File: src/rtl/alu_sequencer_if.sv
// ---------------------------------------------------------------------------
// alu_sequencer_if
// Bundles the instruction handshake, the ALU operand/result bus, the
// write-back report and the debug read port of alu_sequencer.
//   slave  : seen by the sequencer (accepts instructions, drives the ALU)
//   master : seen by whoever issues instructions and hosts the ALU
// Optional macro ALU_SEQ_ZERO_FLAG_EN adds zero_flag_out.
// ---------------------------------------------------------------------------
`timescale 1ns/1ps

interface alu_sequencer_if #(
  parameter int WIDTH = 8,
  parameter int AW    = 2
);
  // instruction handshake
  logic             instr_valid_in;
  logic             instr_ready_out;
  logic             instr_ld_in;
  logic [1:0]       instr_op_in;
  logic [AW-1:0]    instr_rd_in;
  logic [AW-1:0]    instr_rs_in;
  logic [AW-1:0]    instr_rt_in;
  logic [WIDTH-1:0] instr_imm_in;
  // ALU side
  logic [WIDTH-1:0] alu_x_out;
  logic [WIDTH-1:0] alu_y_out;
  logic [1:0]       alu_op_out;
  logic [WIDTH-1:0] alu_z_in;
  // write-back report
  logic             wb_valid_out;
  logic [AW-1:0]    wb_addr_out;
  logic [WIDTH-1:0] wb_data_out;
  // debug read port
  logic [AW-1:0]    dbg_addr_in;
  logic [WIDTH-1:0] dbg_data_out;
`ifdef ALU_SEQ_ZERO_FLAG_EN
  logic             zero_flag_out;
`endif

  modport slave (
    input  instr_valid_in, instr_ld_in, instr_op_in,
    input  instr_rd_in, instr_rs_in, instr_rt_in, instr_imm_in,
    input  alu_z_in, dbg_addr_in,
    output instr_ready_out, alu_x_out, alu_y_out, alu_op_out,
    output wb_valid_out, wb_addr_out, wb_data_out,
    output dbg_data_out
`ifdef ALU_SEQ_ZERO_FLAG_EN
    , output zero_flag_out
`endif
  );

  modport master (
    output instr_valid_in, instr_ld_in, instr_op_in,
    output instr_rd_in, instr_rs_in, instr_rt_in, instr_imm_in,
    output alu_z_in, dbg_addr_in,
    input  instr_ready_out, alu_x_out, alu_y_out, alu_op_out,
    input  wb_valid_out, wb_addr_out, wb_data_out,
    input  dbg_data_out
`ifdef ALU_SEQ_ZERO_FLAG_EN
    , input zero_flag_out
`endif
  );
endinterface

File: src/rtl/alu_sequencer.sv
// ---------------------------------------------------------------------------
// alu_sequencer
// Multi-cycle execute stage around a combinational 8-bit ALU. One
// instruction at a time is accepted over valid/ready, operands are read from
// an internal register file, the ALU is fed from registers, its result is
// sampled and written back.
// Ports:
//   clk    : single clock, rising edge
//   rst_n  : asynchronous active-low reset
//   bus    : alu_sequencer_if.slave (instruction handshake, ALU x/y/op out,
//            ALU z in, write-back report, combinational debug read port)
// Optional macro ALU_SEQ_ZERO_FLAG_EN adds zero_flag_out, updated on every
// write-back (loads included) to (result == 0).
// Latency: ALU op writes back 3 edges after the handshake, a load 1 edge.
// ---------------------------------------------------------------------------
`timescale 1ns/1ps

module alu_sequencer #(
  parameter  int WIDTH = 8,
  parameter  int NREGS = 4,
  localparam int AW    = $clog2(NREGS)
) (
  input logic           clk,
  input logic           rst_n,
  alu_sequencer_if.slave bus
);

  typedef enum logic [1:0] {
    S_IDLE = 2'd0,
    S_READ = 2'd1,
    S_EXEC = 2'd2,
    S_WB   = 2'd3
  } state_t;

  state_t           r_state;
  state_t           w_nextState;
  logic             w_ready;
  logic             w_accept;

  logic [WIDTH-1:0] r_regs [NREGS];
  logic [AW-1:0]    r_rd;
  logic [AW-1:0]    r_rs;
  logic [AW-1:0]    r_rt;
  logic [1:0]       r_op;
  logic [WIDTH-1:0] r_result;
  logic [WIDTH-1:0] r_aluX;
  logic [WIDTH-1:0] r_aluY;
  logic [1:0]       r_aluOp;
  logic             r_wbValid;
  logic [AW-1:0]    r_wbAddr;
  logic [WIDTH-1:0] r_wbData;

  assign w_accept = bus.instr_valid_in & w_ready;

  always_ff @(posedge clk or negedge rst_n) begin
    if (!rst_n) r_state <= S_IDLE;
    else        r_state <= w_nextState;
  end

  // Loads skip straight to write-back since the result is already known.
  always_comb begin
    w_nextState = r_state;
    w_ready     = 1'b0;
    unique case (r_state)
      S_IDLE: begin
        w_ready = 1'b1;
        if (w_accept) w_nextState = bus.instr_ld_in ? S_WB : S_READ;
      end
      S_READ:  w_nextState = S_EXEC;
      S_EXEC:  w_nextState = S_WB;
      S_WB:    w_nextState = S_IDLE;
      default: w_nextState = S_IDLE;
    endcase
  end

  // Operands are read in READ, after the previous write-back has landed,
  // so rd == rs/rt always sees the pre-instruction value.
  always_ff @(posedge clk or negedge rst_n) begin
    if (!rst_n) begin
      r_regs    <= '{default: '0};
      r_rd      <= '0;
      r_rs      <= '0;
      r_rt      <= '0;
      r_op      <= '0;
      r_result  <= '0;
      r_aluX    <= '0;
      r_aluY    <= '0;
      r_aluOp   <= '0;
      r_wbValid <= 1'b0;
      r_wbAddr  <= '0;
      r_wbData  <= '0;
    end else begin
      r_wbValid <= 1'b0;
      unique case (r_state)
        S_IDLE: begin
          if (w_accept) begin
            r_rd <= bus.instr_rd_in;
            r_rs <= bus.instr_rs_in;
            r_rt <= bus.instr_rt_in;
            r_op <= bus.instr_op_in;
            if (bus.instr_ld_in) r_result <= bus.instr_imm_in;
          end
        end
        S_READ: begin
          r_aluX  <= r_regs[r_rs];
          r_aluY  <= r_regs[r_rt];
          r_aluOp <= r_op;
        end
        S_EXEC: r_result <= bus.alu_z_in;
        S_WB: begin
          r_regs[r_rd] <= r_result;
          r_wbValid    <= 1'b1;
          r_wbAddr     <= r_rd;
          r_wbData     <= r_result;
        end
        default: ;
      endcase
    end
  end

`ifdef ALU_SEQ_ZERO_FLAG_EN
  logic r_zeroFlag;

  always_ff @(posedge clk or negedge rst_n) begin
    if (!rst_n)               r_zeroFlag <= 1'b0;
    else if (r_state == S_WB) r_zeroFlag <= (r_result == '0);
  end

  assign bus.zero_flag_out = r_zeroFlag;
`endif

  assign bus.instr_ready_out = w_ready;
  assign bus.alu_x_out       = r_aluX;
  assign bus.alu_y_out       = r_aluY;
  assign bus.alu_op_out      = r_aluOp;
  assign bus.wb_valid_out    = r_wbValid;
  assign bus.wb_addr_out     = r_wbAddr;
  assign bus.wb_data_out     = r_wbData;
  assign bus.dbg_data_out    = r_regs[bus.dbg_addr_in];

endmodule

File: src/flat_wrapper.sv
// flat-port wrapper written by rule: the top's interface ports become plain ports
module alu_sequencer_flat 
#(
  parameter  int WIDTH = 8,
  parameter  int NREGS = 4,
  localparam int AW    = $clog2(NREGS)
)
  (clk, rst_n, bus_instr_valid_in, bus_instr_ld_in, bus_instr_op_in, bus_instr_rd_in, bus_instr_rs_in, bus_instr_rt_in, bus_instr_imm_in, bus_alu_z_in, bus_dbg_addr_in, bus_instr_ready_out, bus_alu_x_out, bus_alu_y_out, bus_alu_op_out, bus_wb_valid_out, bus_wb_addr_out, bus_wb_data_out, bus_dbg_data_out);
  alu_sequencer_if #(.WIDTH(WIDTH), .AW((2))) bus_i ();
  input logic clk;
  input logic rst_n;
  input wire logic [$bits(bus_i.instr_valid_in)-1:0] bus_instr_valid_in;
  input wire logic [$bits(bus_i.instr_ld_in)-1:0] bus_instr_ld_in;
  input wire logic [$bits(bus_i.instr_op_in)-1:0] bus_instr_op_in;
  input wire logic [$bits(bus_i.instr_rd_in)-1:0] bus_instr_rd_in;
  input wire logic [$bits(bus_i.instr_rs_in)-1:0] bus_instr_rs_in;
  input wire logic [$bits(bus_i.instr_rt_in)-1:0] bus_instr_rt_in;
  input wire logic [$bits(bus_i.instr_imm_in)-1:0] bus_instr_imm_in;
  input wire logic [$bits(bus_i.alu_z_in)-1:0] bus_alu_z_in;
  input wire logic [$bits(bus_i.dbg_addr_in)-1:0] bus_dbg_addr_in;
  output wire logic [$bits(bus_i.instr_ready_out)-1:0] bus_instr_ready_out;
  output wire logic [$bits(bus_i.alu_x_out)-1:0] bus_alu_x_out;
  output wire logic [$bits(bus_i.alu_y_out)-1:0] bus_alu_y_out;
  output wire logic [$bits(bus_i.alu_op_out)-1:0] bus_alu_op_out;
  output wire logic [$bits(bus_i.wb_valid_out)-1:0] bus_wb_valid_out;
  output wire logic [$bits(bus_i.wb_addr_out)-1:0] bus_wb_addr_out;
  output wire logic [$bits(bus_i.wb_data_out)-1:0] bus_wb_data_out;
  output wire logic [$bits(bus_i.dbg_data_out)-1:0] bus_dbg_data_out;
  assign bus_i.instr_valid_in = bus_instr_valid_in;
  assign bus_i.instr_ld_in = bus_instr_ld_in;
  assign bus_i.instr_op_in = bus_instr_op_in;
  assign bus_i.instr_rd_in = bus_instr_rd_in;
  assign bus_i.instr_rs_in = bus_instr_rs_in;
  assign bus_i.instr_rt_in = bus_instr_rt_in;
  assign bus_i.instr_imm_in = bus_instr_imm_in;
  assign bus_i.alu_z_in = bus_alu_z_in;
  assign bus_i.dbg_addr_in = bus_dbg_addr_in;
  assign bus_instr_ready_out = bus_i.instr_ready_out;
  assign bus_alu_x_out = bus_i.alu_x_out;
  assign bus_alu_y_out = bus_i.alu_y_out;
  assign bus_alu_op_out = bus_i.alu_op_out;
  assign bus_wb_valid_out = bus_i.wb_valid_out;
  assign bus_wb_addr_out = bus_i.wb_addr_out;
  assign bus_wb_data_out = bus_i.wb_data_out;
  assign bus_dbg_data_out = bus_i.dbg_data_out;
  alu_sequencer #(.WIDTH(WIDTH), .NREGS(NREGS)) u_core (.clk(clk), .rst_n(rst_n), .bus(bus_i));
endmodule
File: config.mk
export PLATFORM = sky130hd
export DESIGN_NAME = alu_sequencer_flat
export DESIGN_NICKNAME = d
export VERILOG_FILES = /design/src/rtl/alu_sequencer_if.sv /design/src/rtl/alu_sequencer.sv /design/src/flat_wrapper.sv
export SDC_FILE = /design/constraint.sdc
export NUM_CORES = 1
export LEC_CHECK = 0
export BUFFER_PORTS_ARGS = -buffer_cell sky130_fd_sc_hd__buf_2
export CAP_MARGIN = 25
export CELL_PAD_IN_SITES_DETAIL_PLACEMENT = 0
export CELL_PAD_IN_SITES_GLOBAL_PLACEMENT = 1
export CORE_ASPECT_RATIO = 1.1
export CORE_MARGIN = 4
export CORE_UTILIZATION = 37
export DETAILED_ROUTE_END_ITERATION = 10
export HOLD_SLACK_MARGIN = 0.1
export MAX_ROUTING_LAYER = met4
export PLACE_DENSITY = 0.78
export SLEW_MARGIN = 15
export SYNTH_ARGS = -nofsm -noshare
export SYNTH_HDL_FRONTEND = slang
export SYNTH_SLANG_ARGS = --single-unit
File: constraint.sdc
create_clock -name clk -period 3.4 [get_ports clk]
set_clock_uncertainty 0.05 [all_clocks]
set_input_delay 0.51 -clock clk [delete_from_list [all_inputs] [get_ports clk]]
set_output_delay 0.51 -clock clk [all_outputs]
set_load 0.02 [all_outputs]
---- Word level (Yosys, flattened, before mapping) ----
Cells that the tools add are included.
word-level totals
  bits in registers ....................... 79
  latch bits .............................. 0
  RAM bits ................................ 0
  memory bits (read-only) ................. 0
  bits of input ports ..................... 30
  memories kept ........................... 0
cells by class
  add/sub/neg operators ................... 0
  multipliers ............................. 0
  divide/modulo/power cells ............... 0
  magnitude comparators ................... 5
  eq/ne operators ......................... 5
  shifts and indexed selects .............. 0
  multiplexer cells ....................... 20
  bitwise operators ....................... 5
  reductions and logical operators ........ 5
operators by type and width
  kind                                                                           count
  8-bit two-way mux                                                              9
  8-bit binary-select mux with 2-bit select                                      3
  32-bit bitwise mux                                                             1
  8-bit demux with 2-bit select                                                  1
  8-bit one-hot mux with 2 select lines                                          1
  3-bit >= comparator (second input constant)                                    4
  2-bit inverter with 3-bit output                                               4
  2-bit one-hot mux with 4 select lines                                          1
  2-bit equality test (second input constant)                                    2
  2-bit two-way mux                                                              2
  3-bit by 1-bit less-than comparator with 1-bit output (second input constant)  1
  3-bit AND reduction                                                            1
  2-bit by 1-bit equality test with 1-bit output (second input constant)         1
  2-bit zero test                                                                1
  1-bit two-way mux                                                              2
  2-bit by 1-bit inequality test with 1-bit output (second input constant)       1
  2-bit inequality test (second input constant)                                  1
  2-bit AND reduction                                                            1
  2-bit nonzero test                                                             1
  1-bit AND                                                                      1
  1-bit logical AND                                                              1

---- Logic depth before layout (Yosys ltp) ----
Gate-level depths: netlist (run 1).
  word-level depth ........................ 6
  gate-level depth with buffers ........... 6
  mapped depth without buffers ............ 5

---- Worst setup path after synthesis (run 1) ----
No wires, ideal clock.
  path type ............................... input port to output port
  start point ............................. input port bus_dbg_addr_in[0]
  end point ............................... output port bus_dbg_data_out[0]
  arrival time ............................ 1.338 ns
  path slack .............................. 1.502 ns
  cell stages on the path ................. 2
  cell sequence ........................... buf_2 mux4_2
between the ends
  word-level cells in the longest chain between the ends .. 4
ends and longest elaborated chain
  item                                                    line                  RTL
  start, declared                                         flat_wrapper.sv:20    input wire logic [$bits(bus_i.dbg_addr_in)-1:0] bus_dbg_addr_in;
  2-bit inverter with 3-bit output (not written as such)  alu_sequencer.sv:139  assign bus.dbg_data_out = r_regs[bus.dbg_addr_in];
  8-bit binary-select mux with 2-bit select               alu_sequencer.sv:139
  8-bit two-way mux (not written as such) (2 in series)   alu_sequencer.sv:139
  end, declared                                           flat_wrapper.sv:28    output wire logic [$bits(bus_i.dbg_data_out)-1:0] bus_dbg_data_out;
Every way passes these cells. The select of a mux whose other input is x is not followed.

---- Final worst setup path (run 1) ----
  start point ............................. register u_core.r_state[1]
  end point ............................... register u_core.r_regs[24] in the netlist's numbering
between the ends
  word-level cells in the longest chain between the ends .. 1
ends and longest elaborated chain
  item                           line                  RTL
  start, declared                alu_sequencer.sv:35   state_t r_state;
  start signal, assigned         alu_sequencer.sv:57   else r_state <= w_nextState;
  2-bit equality test            alu_sequencer.sv:94   unique case (r_state)
  end signal, assigned by index  alu_sequencer.sv:111  r_regs[r_rd] <= r_result;
  end, declared                  alu_sequencer.sv:40   logic [WIDTH-1:0] r_regs [NREGS];
Every way passes these cells.
A chain may end at the register's enable or synchronous reset.

==> results.env, run 1 <==
SEQ_AREA_FRAC_SYNTH_PCT=51.77
ENDPOINT_KIND='flip-flop'
CTS_MAX_PATH_BUFFERS=2
GATE_COUNT_OF_THE_MAPPED_NETLIST=274
STD_CELL_ROWS=38
POST-DP-HPWL_UM=5708
TIMING.FINAL.SETUP_VIOLATIONS=0
ANTENNA_CELLS=0
DIEHEIGHT_UM=114.6
FIN_CRIT_NS=2.181
DESIGN.DIE.AREA_UM2=12010
HTREEDEPTH=3
SYNTH-MAIN-FF-CELL='sky130_fd_sc_hd__dfrtp_1'
SETUP.REG_TO_REG.WORST_SLACK_NS=1.22
FINAL_CELL_COUNT_NO_FILL=464
VIAS_PER_CELL=5.088
COUNT_OF_DIFFERENT_CELL_MASTERS_AFTER_SYNTHESIS=20
CTS_POST_SETUP_BUFFERS_INSERTED=0
GRT_FIRST_PASS_WIRELENGTH_UM=13140
CTSRESIZECOUNT=0
DIE-WIDTH_UM=104.9
SLEW-LIMIT-HEADROOM_PCT=48.04
MAXCAPVIOLATIONS=0
FMAX_GHz=0.4585
FINALWEIGHTEDCONGESTION=0.7825
CLASS_OF_THE_MOST_CRITICAL_SETUP_PATH='flip-flop to flip-flop'
POST-ROUTE-DRC-COUNT=0
YS_SEQ_ELEMENTS=79
CP_DATA_ARRIVAL_TIME_NS=2.37
GRT_UTIL_OVERALL_PCT=14.41
COUNT_OF_YOSYS_WARNINGS_DURING_SYNTHESIS=0
CTS_ROOT_BUF='sky130_fd_sc_hd__clkbuf_8'
SYNTH.AREA.MUX_SHARE_PCT=34.99
MOSTFREQUENTLAYOUTCELL='sky130_fd_sc_hd__dfrtp_1'
R2R_CELLS=3
TIMING.CRITICAL_PATH.FROM_TYPE='flip-flop'
PLACED_CELL_AREAS_UM2=4233
SYNTH_XOR_XNOR_AREA_SHARE_PCT=0
NUMBER_OF_ENABLE_FLIP_FLOP_CELLS_AFTER_SYNTHESIS=0
SYNTHTOLAYOUTAREAGROWTH_PCT=16.84
POST-PLACE-WS_NS=1.181
INITIAL_CORE_UTIL_PCT=38.25
SYNTH-COMPOUND-AREA-SHARE_PCT=4.456
CLOCK_LATENCY_NS=0.35
FINAL_MIN_PERIOD_OVER_CLOCK_PERIOD_PCT=64.15
IRDROPWORSTVDD_V=0.0003805
FINALHOLDVIOLCOUNT=0
CLOCK_TREE_FROM_TRITONCTS='done'
FINALSETUPTNS_NS=0
SLEW_VIOLATIONS=0
HOLD_BUFFERS=0
FIRST_GLOBAL_VIAS=2488
LARGEST_FAMILY_OF_LOGIC_CELLS_BY_SYNTHESIZED_AREA='multiplexers'
NUMCLOCKSINKS=79
ANT_NETS=0
GR-TOTAL-OVERFLOW=0
STATUS='complete, no violations'
RSZ0062_AT_GRT='no'
DRT_FIRST_ITER_VIOLATIONS=36
POSTLAYOUTSETUPSLACKWORST_NS=1.219
WIRE_PER_INST_UM=16.98
TIMING.HOLD.WORST.CLASS='input port to async pin'
POWER.LEAKAGE_nW=2.047
MOSTFREQUENTLAYOUTCELLS='sky130_fd_sc_hd__dfrtp_1, sky130_fd_sc_hd__mux2_2, sky130_fd_sc_hd__buf_2'
CTS_BUFFERS=9
DR_TOTAL_VIAS=2361
DRT_WL_TOTAL_UM=7881
SYNTH.CELL_AREA_UM2=3819
DESIGN.FINAL.NETS=374
DRT-PASS1-ITER-COUNT=2
WORST_EP_REQUIRED_TIME_NS=3.59
CRIT_FANOUT=15
DESIGN.CORE.AREA_UM2=9985
POWER-PER-CELL-AREA_nW_PER_UM2=1048
FIN_WORST_HOLD_SLACK_NS=0.08562
ANTENNA_FOUND_INITIAL=0
CLKTRANSATPATHREGS_NS=0.08
SYNTH-ADDER-AREA-SHARE_PCT=1.638
BUFFER_PORTS.INSERTED=67
SYNTHESIZED_NET_COUNT=309
SYNTH-SIMPLE-AREA-SHARE_PCT=4.817
TIGHTEST_SLEW_NS=0.7794
IO_PINS=68
WORST_R2R_ENDPOINT='u_core.r_regs[24]'
GRT_START_MAX_NET_PINS=80
DRIVE_ABOVE_1_SHARE_PCT=51.74
R2R_START='u_core.r_state[1]'
SYNTH.AVG_CELL_AREA_UM2=13.94
DESIGN_AREA_UM2=4462
SYNTHARSTFLOPSHARE_PCT=100.0
PLACED_CELLS=447
==> worst max-delay path: stages (launching register included) <==
cell and delay, ns:
sky130_fd_sc_hd__dfrtp_1 0.41, sky130_fd_sc_hd__ha_1 0.61, sky130_fd_sc_hd__nor3b_4 0.65, sky130_fd_sc_hd__mux2_4 0.35
==> worst max-delay path by stage <==
stage | startpoint | to | cells past startpoint
5_1_grt | u_core.r_state[1] | u_core.r_regs[29] | 3
2_1_floorplan | bus_dbg_addr_in[0] | bus_dbg_data_out[0] | 2
6_report | u_core.r_state[1] | u_core.r_regs[24] | 3
3_5_place_dp | u_core.r_state[1] | u_core.r_regs[25] | 3
4_1_cts | u_core.r_state[1] | u_core.r_regs[25] | 3
3_3_place_gp | u_core.r_state[1] | u_core.r_regs[27] | 3
==> kinds of logic (layout without fill, tap and decap cells) <==
kind of cell / after synthesis / in the layout
compound gates: 34 / 34
fa+ha+maj: 5 / 5
buf+inv: 17 / 87
flops: 79 / 79
mux: 110 / 110
simple gates: 29 / 29
==> synthesized netlist by cell type, types with 4 or more instances <==
library cell,instances,area [µm²]
sky130_fd_sc_hd__mux2_4,8,120.1
sky130_fd_sc_hd__ha_1,5,62.56
sky130_fd_sc_hd__mux2_2,76,855.8
sky130_fd_sc_hd__a21oi_1,17,85.08
sky130_fd_sc_hd__buf_2,8,40.04
sky130_fd_sc_hd__dfrtp_1,79,1977
sky130_fd_sc_hd__o21ai_0,17,85.08
sky130_fd_sc_hd__mux2i_1,18,180.2
sky130_fd_sc_hd__buf_4,4,30.03
sky130_fd_sc_hd__mux4_2,8,180.2
sky130_fd_sc_hd__nand2_1,4,15.01
sky130_fd_sc_hd__nor2b_1,19,118.9
==> metal layers <==
metal  global-route usage [%]  part of all wire, %  vias up
met1                    17.84                   45     1170
li1                         -                    -     1129
met2                    22.68                   49       45
met4                    8.049                  2.9        0
met3                    2.312                  3.2       17
met5                        -                    0        -
==> state kept, by name, summed over array words and instances (netlist names) <==
name                     flops
u_core.r_result              8
u_core.bus.alu_op_out        2
u_core.r_rs                  2
u_core.r_rd                  2
u_core.r_regs               32
u_core.r_op                  2
u_core.bus.wb_data_out       8
u_core.bus.wb_valid_out      1
u_core.r_state               2
u_core.bus.wb_addr_out       2
u_core.r_rt                  2
u_core.bus.alu_y_out         8
u_core.bus.alu_x_out         8
==> report_power, final <==
group,switching [mW],internal [mW]
Sequential,0.492,1.41
Clock,0.334,0.398
Combinational,0.938,1.10
Total,1.76,2.91
==> final cells by class <==
class / count / area, µm²
Inverter: 2 / 7.507
Tap cell: 120 / 150.1
Clock inverter: 3 / 40.04
Timing Repair Buffer: 69 / 365.4
Multi-Input combinational cell: 178 / 1753
Fill cell: 965 / 5523
Clock buffer: 13 / 168.9
Sequential cell: 79 / 1977
==> through the flow <==
stage                     utilization, %  power, mW
after floorplan                        -      3.409
after global placement             42.39      3.915
after detailed placement           42.39      3.982
after CTS                          44.49      4.727
after global routing               44.69      5.017
final                              44.69      4.676
No activity file was read; power rests on OpenSTA's default activity.
==> run 2, diff against run 1 <==
ABC_AREA = 1   (was not set)
PLACE_DENSITY = 0.84   (was 0.78)
clock period = 2.1 ns   (was 3.4 ns; I/O delays follow)
==> run 2 against run 1 <==
- flip-flop and latch count unchanged
- routed wire length is 17% higher
- synthesized cell count is 89% higher
- design area increased by 5.1%
- die area up 2.6%
- combinational power increased by 57%
- register-to-register slack got worse by 0.79 ns
- critical path type is now flip-flop to output port
==> results.env, run 2 <==
WORST_R2R_ENDPOINT='u_core.r_result[1]'
SWSHARE_PCT=43.29
TIMING.CRITICAL_PATH.FROM_TYPE='flip-flop'
MOSTFREQUENTLAYOUTCELL='sky130_fd_sc_hd__nand2_1'
FINALSETUPTNS_NS=0
CLOCK_LATENCY_NS=0.33
SETUP.REG_TO_REG.WORST_SLACK_NS=0.43
FINAL_MIN_PERIOD_OVER_CLOCK_PERIOD_PCT=81.99
CRIT_CHAIN='inv_1 > ha_1 > buf_2'
SLEW-LIMIT-HEADROOM_PCT=62.77
HOLDCRITSTARTPOINT='bus_instr_op_in[0]'
ANTENNA_CELLS=0
MAXCAPVIOLATIONS=0
COUNT_OF_YOSYS_WARNINGS_DURING_SYNTHESIS=0
RSZ0062_AT_GRT='no'
CRIT_PATH_LEADING_DELAY_FAMILY='flip-flops'
PLACED_CELLS=707
SYNTH.AREA.MUX_SHARE_PCT=0.8601
GRT_FIRST_PASS_WIRELENGTH_UM=15950
NETLIST_TOP_CELLS_AREA='sky130_fd_sc_hd__dfrtp_1, sky130_fd_sc_hd__nand2_1, sky130_fd_sc_hd__o21ai_0'
GATE_COUNT_OF_THE_MAPPED_NETLIST=518
FLIP_FLOP_COUNT_OF_THE_LARGEST_REGISTER_ALL_COPIES_AND_WORDS_ADDED=32
FINALWEIGHTEDCONGESTION=0.8578
INTERNAL_POWER_mW=4.301
BUFFER_PORTS.INSERTED=67
SYNTH.LARGEST_AREA_CELL='sky130_fd_sc_hd__dfrtp_1'
R2R_CELLS=7
FIRST_GLOBAL_VIAS=3451
POST-SYNTH-TOP-COUNT-CELL='sky130_fd_sc_hd__nand2_1'
SYNTHARSTFLOPSHARE_PCT=100.0
SYNTH.AVG_CELL_AREA_UM2=7.582
SYNTH_XOR_XNOR_AREA_SHARE_PCT=0
TIMING.CRITICAL_PATH.DEPTH=3
CRIT_FANOUT=6
GRT_UTIL_OVERALL_PCT=16.53
SYNTH-SIMPLE-AREA-SHARE_PCT=25.93
FIN_CRIT_NS=1.722
SLEW_VIOLATIONS=0
TIMING.FINAL.SETUP_VIOLATIONS=0
CTS_MAX_PATH_BUFFERS=2
STD_CELL_ROWS=39
CLKTRANSATPATHREGS_NS=0.06
WIRE_PER_INST_UM=12.70
DRT-PASS1-ITER-COUNT=4
SEQ_AREA_FRAC_SYNTH_PCT=50.33
DESIGN.FINAL.NETS=611
SYNTHESIZED_NET_COUNT=553
CTS_POST_SETUP_BUFFERS_INSERTED=0
PORTION_OF_SYNTHESIZED_CELL_AREA_OCCUPIED_BY_THE_LEADING_CELL_TYPE_PCT=50.33
CRITPATHBUFINV=2
LARGEST_FAMILY_OF_LOGIC_CELLS_BY_SYNTHESIZED_AREA='simple AND/OR/NAND/NOR gates'
POST-DP-HPWL_UM=6741
SYNTHTOLAYOUTAREAGROWTH_PCT=19.40
WORST_EP_REQUIRED_TIME_NS=1.74
CTS_BUFFERS=9
ANT_NETS=0
DRT_WL_TOTAL_UM=9198
FMAX_GHz=0.5808
YS_SEQ_ELEMENTS=79
SYNTH-MAIN-FF-CELL='sky130_fd_sc_hd__dfrtp_1'
COMB_POWER_SHARE_PCT=42.3
WL_MET3_UM=422
CLOCK_TREE_FROM_TRITONCTS='done'
FINALHOLDVIOLCOUNT=0
FINAL_CELL_COUNT_NO_FILL=724
TIMING.CRITICAL_PATH.SLOWEST_CELL_DELAY_NS=0.41
ENDPOINT='bus_instr_ready_out'
CTSRESIZECOUNT=0
VIAS_PER_CELL=4.718
FINISH.UTILIZATION_PCT=45.12
INITIAL_CORE_UTIL_PCT=37.79
POWER.LEAKAGE_nW=2.564
SYNTH.CELL_AREA_UM2=3928
ENDPOINT_KIND='output port'
PWR-SHARE-CLK_PCT=22.4
SYNTH-COMPOUND-AREA-SHARE_PCT=12.23
IRDROPWORSTVDD_V=0.0009201
NUMCLOCKSINKS=79
DRIVE_ABOVE_1_SHARE_PCT=16.87
GR-TOTAL-OVERFLOW=0
DESIGN.DIE.AREA_UM2=12330
CP_DATA_ARRIVAL_TIME_NS=1.36
GRT_START_MAX_NET_PINS=44
R2R_START='u_core.r_state[0]'
IO_PINS=68
ANTENNA_FOUND_INITIAL=0
NUMBER_OF_ENABLE_FLIP_FLOP_CELLS_AFTER_SYNTHESIS=0
SYNTH.TOP_CELLS.BY_COUNT='sky130_fd_sc_hd__nand2_1, sky130_fd_sc_hd__dfrtp_1, sky130_fd_sc_hd__o21ai_0'
POWER-PER-CELL-AREA_nW_PER_UM2=1618
ROUTE.LAYER.MET1.WL_UM=4313
DESIGN.CORE.AREA_UM2=10390
POST-ROUTE-DRC-COUNT=0
HTREEDEPTH=3
HOLD_BUFFERS=1
MOSTFREQUENTLAYOUTCELLS='sky130_fd_sc_hd__nand2_1, sky130_fd_sc_hd__dfrtp_1, sky130_fd_sc_hd__buf_2'
CRIT_SLOWEST_CELL='sky130_fd_sc_hd__dfrtp_1'
HIGHEST_LAYER='met4'
CRITICAL_PATH.STARTPOINT='u_core.r_state[1]'
DR_TOTAL_VIAS=3416
P_SW_mW=3.284
DIE-WIDTH_UM=106.2
TIGHTEST_SLEW_NS=0.5585
TIMING.HOLD.WORST.CLASS='input port to flip-flop'
DIEHEIGHT_UM=116.1
SEQPWRFRAC_PCT=35.3
CLASS_OF_THE_MOST_CRITICAL_SETUP_PATH='flip-flop to output port'
LARGEST_REGISTER='u_core.r_regs'
STATUS='complete, no violations'
SYNTH-ADDER-AREA-SHARE_PCT=1.593
DETAIL_ROUTE_MET2_WL_UM=4303
FINALPOWER_mW=7.585
DRT_FIRST_ITER_VIOLATIONS=161
COUNT_OF_DIFFERENT_CELL_MASTERS_AFTER_SYNTHESIS=23
CTS_ROOT_BUF='sky130_fd_sc_hd__clkbuf_16'
==> run 2: cell types whose count changed after synthesis, moves of 18 or more <==
cell / change
sky130_fd_sc_hd__nor2b_1: -19
sky130_fd_sc_hd__inv_1: +51
sky130_fd_sc_hd__mux2_2: -73
sky130_fd_sc_hd__nand3_1: +33
sky130_fd_sc_hd__nand2_1: +206
sky130_fd_sc_hd__o21ai_0: +42
sky130_fd_sc_hd__mux2i_1: -18
==> run 2: worst min-delay path by stage <==
stage / cells after the start / slack (ns) / endpoint
finish: 2 / 0.17 / u_core.r_op[0]
global route: 2 / 0.17 / u_core.r_op[0]
CTS: 2 / 0.16 / u_core.r_op[0]
detailed placement: 1 / 0.26 / u_core.bus.alu_y_out[6]
global placement: 1 / 0.26 / u_core.bus.alu_y_out[6]
floorplan: 0 / -0.03 / u_core.bus.alu_op_out[0]
==> run 2: through the flow <==
step           hold slack, ns  setup WS [ns]  area [µm²]
2_1_floorplan        -0.03059         0.5671        3928
3_3_place_gp           0.2555         0.5050        4352
3_5_place_dp           0.2607         0.4290        4352
4_1_cts                0.1632         0.3644        4690
5_1_grt                0.1730         0.2204        4690
6_report               0.1726         0.3783        4690
==> run 2: logic make-up (layout without fill, tap and decap cells) <==
| family | count (synthesis) | after routing |
|---|---|---|
| AND/OR/NAND/NOR | 256 | 256 |
| AO/OA/AOI/OAI | 91 | 91 |
| buffers and inverters | 84 | 147 |
| flip-flops | 79 | 79 |
| adder cells (fa/ha/maj) | 5 | 5 |
| multiplexers | 3 | 3 |
==> run 2: routing by layer <==
layer / global-route usage, % / vias up
met2: 25.90 / 90
met3: 2.730 / 16
met1: 21.05 / 1571
li1: - / 1739
met5: - / -
met4: 7.772 / 0
==> run 2: layout make-up <==
cell class / count / area, µm²
repair buffers: 71 / 382.9
clock inverters: 7 / 102.6
multi-input cells: 355 / 1595
well taps: 143 / 178.9
inverters: 60 / 227.7
fillers: 1076 / 5704
clock buffers: 9 / 225.2
flip-flops and latches: 79 / 1977
==> run 2: power groups by stage <==
stage | Combinational [mW] | Sequential (mW) | Clock [mW]
global placement | 3.12 | 2.67 | 0
global route | 3.74 | 2.78 | 1.79
floorplan | 2.25 | 2.79 | 0
detailed placement | 3.22 | 2.69 | 0
CTS | 3.25 | 2.68 | 1.74
finish | 3.21 | 2.68 | 1.70
==> run 3, diff against run 2 <==
ABC_AREA = 0   (was 1)
PLACE_DENSITY = 0.78   (was 0.84)
clock period = 1.7 ns   (was 2.1 ns; I/O delays follow)
==> run 3 against run 2 <==
- the flow now finishes with violations (negative setup slack)
- via count is 26% lower
- largest power group unchanged
- core utilization is 5.4 points higher
- design area is 7.6% higher
- die area is 2.6% lower
- combinational power is 70% higher
- critical path depth is 1 lower
- sequential power is 33% higher
- cell count is 28% lower
- worst setup slack worse by 0.40 ns
==> results.env, run 3 (synthesis gave the netlist of run 1 again) <==
STATUS='complete, but fails checks'
FAILED_CHECKS='negative setup slack'
ENDPOINT_KIND='output port'
SYNTHTOLAYOUTAREAGROWTH_PCT=32.08
DRT_WL_TOTAL_UM=8513
FINAL_MIN_PERIOD_OVER_CLOCK_PERIOD_PCT=101.0
NUMCLOCKSINKS=79
CP_DATA_ARRIVAL_TIME_NS=1.41
DIE-WIDTH_UM=104.9
GRT_UTIL_OVERALL_PCT=15.46
FINISH.UTILIZATION_PCT=50.51
DIEHEIGHT_UM=114.6
GRT_START_MAX_NET_PINS=50
RSZ0062_AT_GRT='yes'
CRIT_CHAIN='mux4_2 > buf_6'
POSTLAYOUTSETUPSLACKWORST_NS=-0.01712
INITIAL_CORE_UTIL_PCT=38.25
POWER.LEAKAGE_nW=2.350
ANTENNA_CELLS=0
PLACED_CELLS=464
MAXCAPVIOLATIONS=0
CRIT_PATH_LEADING_DELAY_FAMILY='multiplexers'
FMAX_GHz=0.5824
SLEW-LIMIT-HEADROOM_PCT=59.51
POWER-PER-CELL-AREA_nW_PER_UM2=2101
CRITICAL_PATH.STARTPOINT='u_core.r_regs[13]'
POST-PLACE-WS_NS=-0.02611
BUFFER_PORTS.INSERTED=67
GR-TOTAL-OVERFLOW=0
CLASS_OF_THE_MOST_CRITICAL_SETUP_PATH='flip-flop to output port'
CLOCK_TREE_FROM_TRITONCTS='done'
VIAS_PER_CELL=4.873
CRIT_SLOWEST_CELL='sky130_fd_sc_hd__mux4_2'
FINALWEIGHTEDCONGESTION=0.8269
DRT-PASS1-ITER-COUNT=4
LARGEST_REGISTER='u_core.r_regs'
FLIP_FLOP_COUNT_OF_THE_LARGEST_REGISTER_ALL_COPIES_AND_WORDS_ADDED=32
POST-DP-HPWL_UM=6158
CTS_ROOT_BUF='sky130_fd_sc_hd__clkbuf_8'
CRIT_FANOUT=2
R2R_START='u_core.r_state[0]'
FIN_CRIT_NS=1.717
WORST_EP_REQUIRED_TIME_NS=1.39
DESIGN.DIE.AREA_UM2=12010
HOLDCRITSTARTPOINT='bus_instr_valid_in'
TIGHTEST_SLEW_NS=0.6074
CRITPATHBUFINV=1
FINALPOWER_mW=10.59
SLEW_VIOLATIONS=0
WIRE_PER_INST_UM=16.34
IO_PINS=68
GRT_FIRST_PASS_WIRELENGTH_UM=13970
IRDROPWORSTVDD_V=0.0006743
MOSTFREQUENTLAYOUTCELLS='sky130_fd_sc_hd__dfrtp_1, sky130_fd_sc_hd__mux2_2, sky130_fd_sc_hd__buf_2'
CLKTRANSATPATHREGS_NS=0.08
MOSTFREQUENTLAYOUTCELL='sky130_fd_sc_hd__dfrtp_1'
TIMING.CRITICAL_PATH.SLOWEST_CELL_DELAY_NS=0.51
DRIVE_ABOVE_1_SHARE_PCT=58.35
CTS_MAX_PATH_BUFFERS=2
DESIGN.CORE.AREA_UM2=9985
ANT_NETS=0
DR_TOTAL_VIAS=2539
ANTENNA_FOUND_INITIAL=0
FIRST_GLOBAL_VIAS=2745
FIN_WORST_HOLD_SLACK_NS=0.1832
FINALHOLDVIOLCOUNT=0
DESIGN.FINAL.NETS=431
FINAL_CELL_COUNT_NO_FILL=521
STD_CELL_ROWS=38
CLOCK_LATENCY_NS=0.36
HTREEDEPTH=3
DRT_FIRST_ITER_VIOLATIONS=93
TIMING.FINAL.SETUP_VIOLATIONS=2
CTS_BUFFERS=9
POST-ROUTE-DRC-COUNT=0
TIMING.CRITICAL_PATH.FROM_TYPE='flip-flop'
TIMING.HOLD.WORST.CLASS='input port to flip-flop'
run 3: changes by cell type in the layout (fill, tap and decap cells not counted), moves of 9 or more:
cell,previous run,this run
sky130_fd_sc_hd__o21ai_0,59,17
sky130_fd_sc_hd__clkbuf_8,0,10
sky130_fd_sc_hd__mux2_2,3,76
sky130_fd_sc_hd__nand2_1,210,4
sky130_fd_sc_hd__mux2i_1,0,18
sky130_fd_sc_hd__nand3_1,34,0
sky130_fd_sc_hd__nor2b_1,0,16
sky130_fd_sc_hd__clkbuf_16,9,0
sky130_fd_sc_hd__buf_4,3,46
sky130_fd_sc_hd__inv_1,53,0
run 3: routing by layer:
| layer | wire, µm | share of wire (%) | track usage, % |
|---|---|---|---|
| met5 | 0 | 0 | - |
| met2 | 4212 | 49 | 25.25 |
| met4 | 198 | 2.3 | 7.524 |
| met1 | 3916 | 46 | 19.14 |
| met3 | 186 | 2.2 | 1.974 |
run 3: final cells by class:
type / count / area, µm²
Clock buffer: 11 / 141.4
Sequential cell: 79 / 1977
Multi-Input combinational cell: 178 / 1770
Timing Repair Buffer: 126 / 915.9
Clock inverter: 5 / 81.33
Fill cell: 866 / 4941
Tap cell: 120 / 150.1
Inverter: 2 / 7.507
run 3: what timing repair did:
action,CTS,global route
resized for setup,16,7
setup endpoints to repair,17,26
endpoints found under the hold margin,87,0
pin swaps,0,1
hold buffers,9,0
setup buffers,32,0
gates cloned,0,0
run 3: through the flow:
stage	setup TNS, ns	instance area [µm²]
2_1_floorplan	0	3821
4_1_cts	-0.08417	5024
6_report	-0.01905	5044
5_1_grt	-0.2134	5044
3_3_place_gp	0	4425
3_5_place_dp	-0.1636	4425
run 3: final timing paths:
check	to	slack, ns	depth (start not counted)
setup reg to reg	u_core.r_result[6]	0.05	5
hold / removal	u_core.r_state[1]	0.18	4
hold reg to reg	u_core.bus.alu_op_out[1]	0.46	1
max in group asynchronous	u_core.bus.alu_y_out[3]	0.87	3
min in group asynchronous	u_core.r_rd[0]	0.23	2
setup / recovery	bus_dbg_data_out[5]	-0.02	2
run 3: worst min-delay path, stage by stage:
cell and delay, ns:
sky130_fd_sc_hd__buf_2 0.10, sky130_fd_sc_hd__nor2b_2 0.06, sky130_fd_sc_hd__nand2_1 0.06, sky130_fd_sc_hd__o21ai_0 0.07
run 3: where the power goes:
group	switching (mW)	internal (mW)	total, mW
sequential	0.743	2.83	3.57
clock	0.687	0.867	1.55
combinational	2.39	3.08	5.47
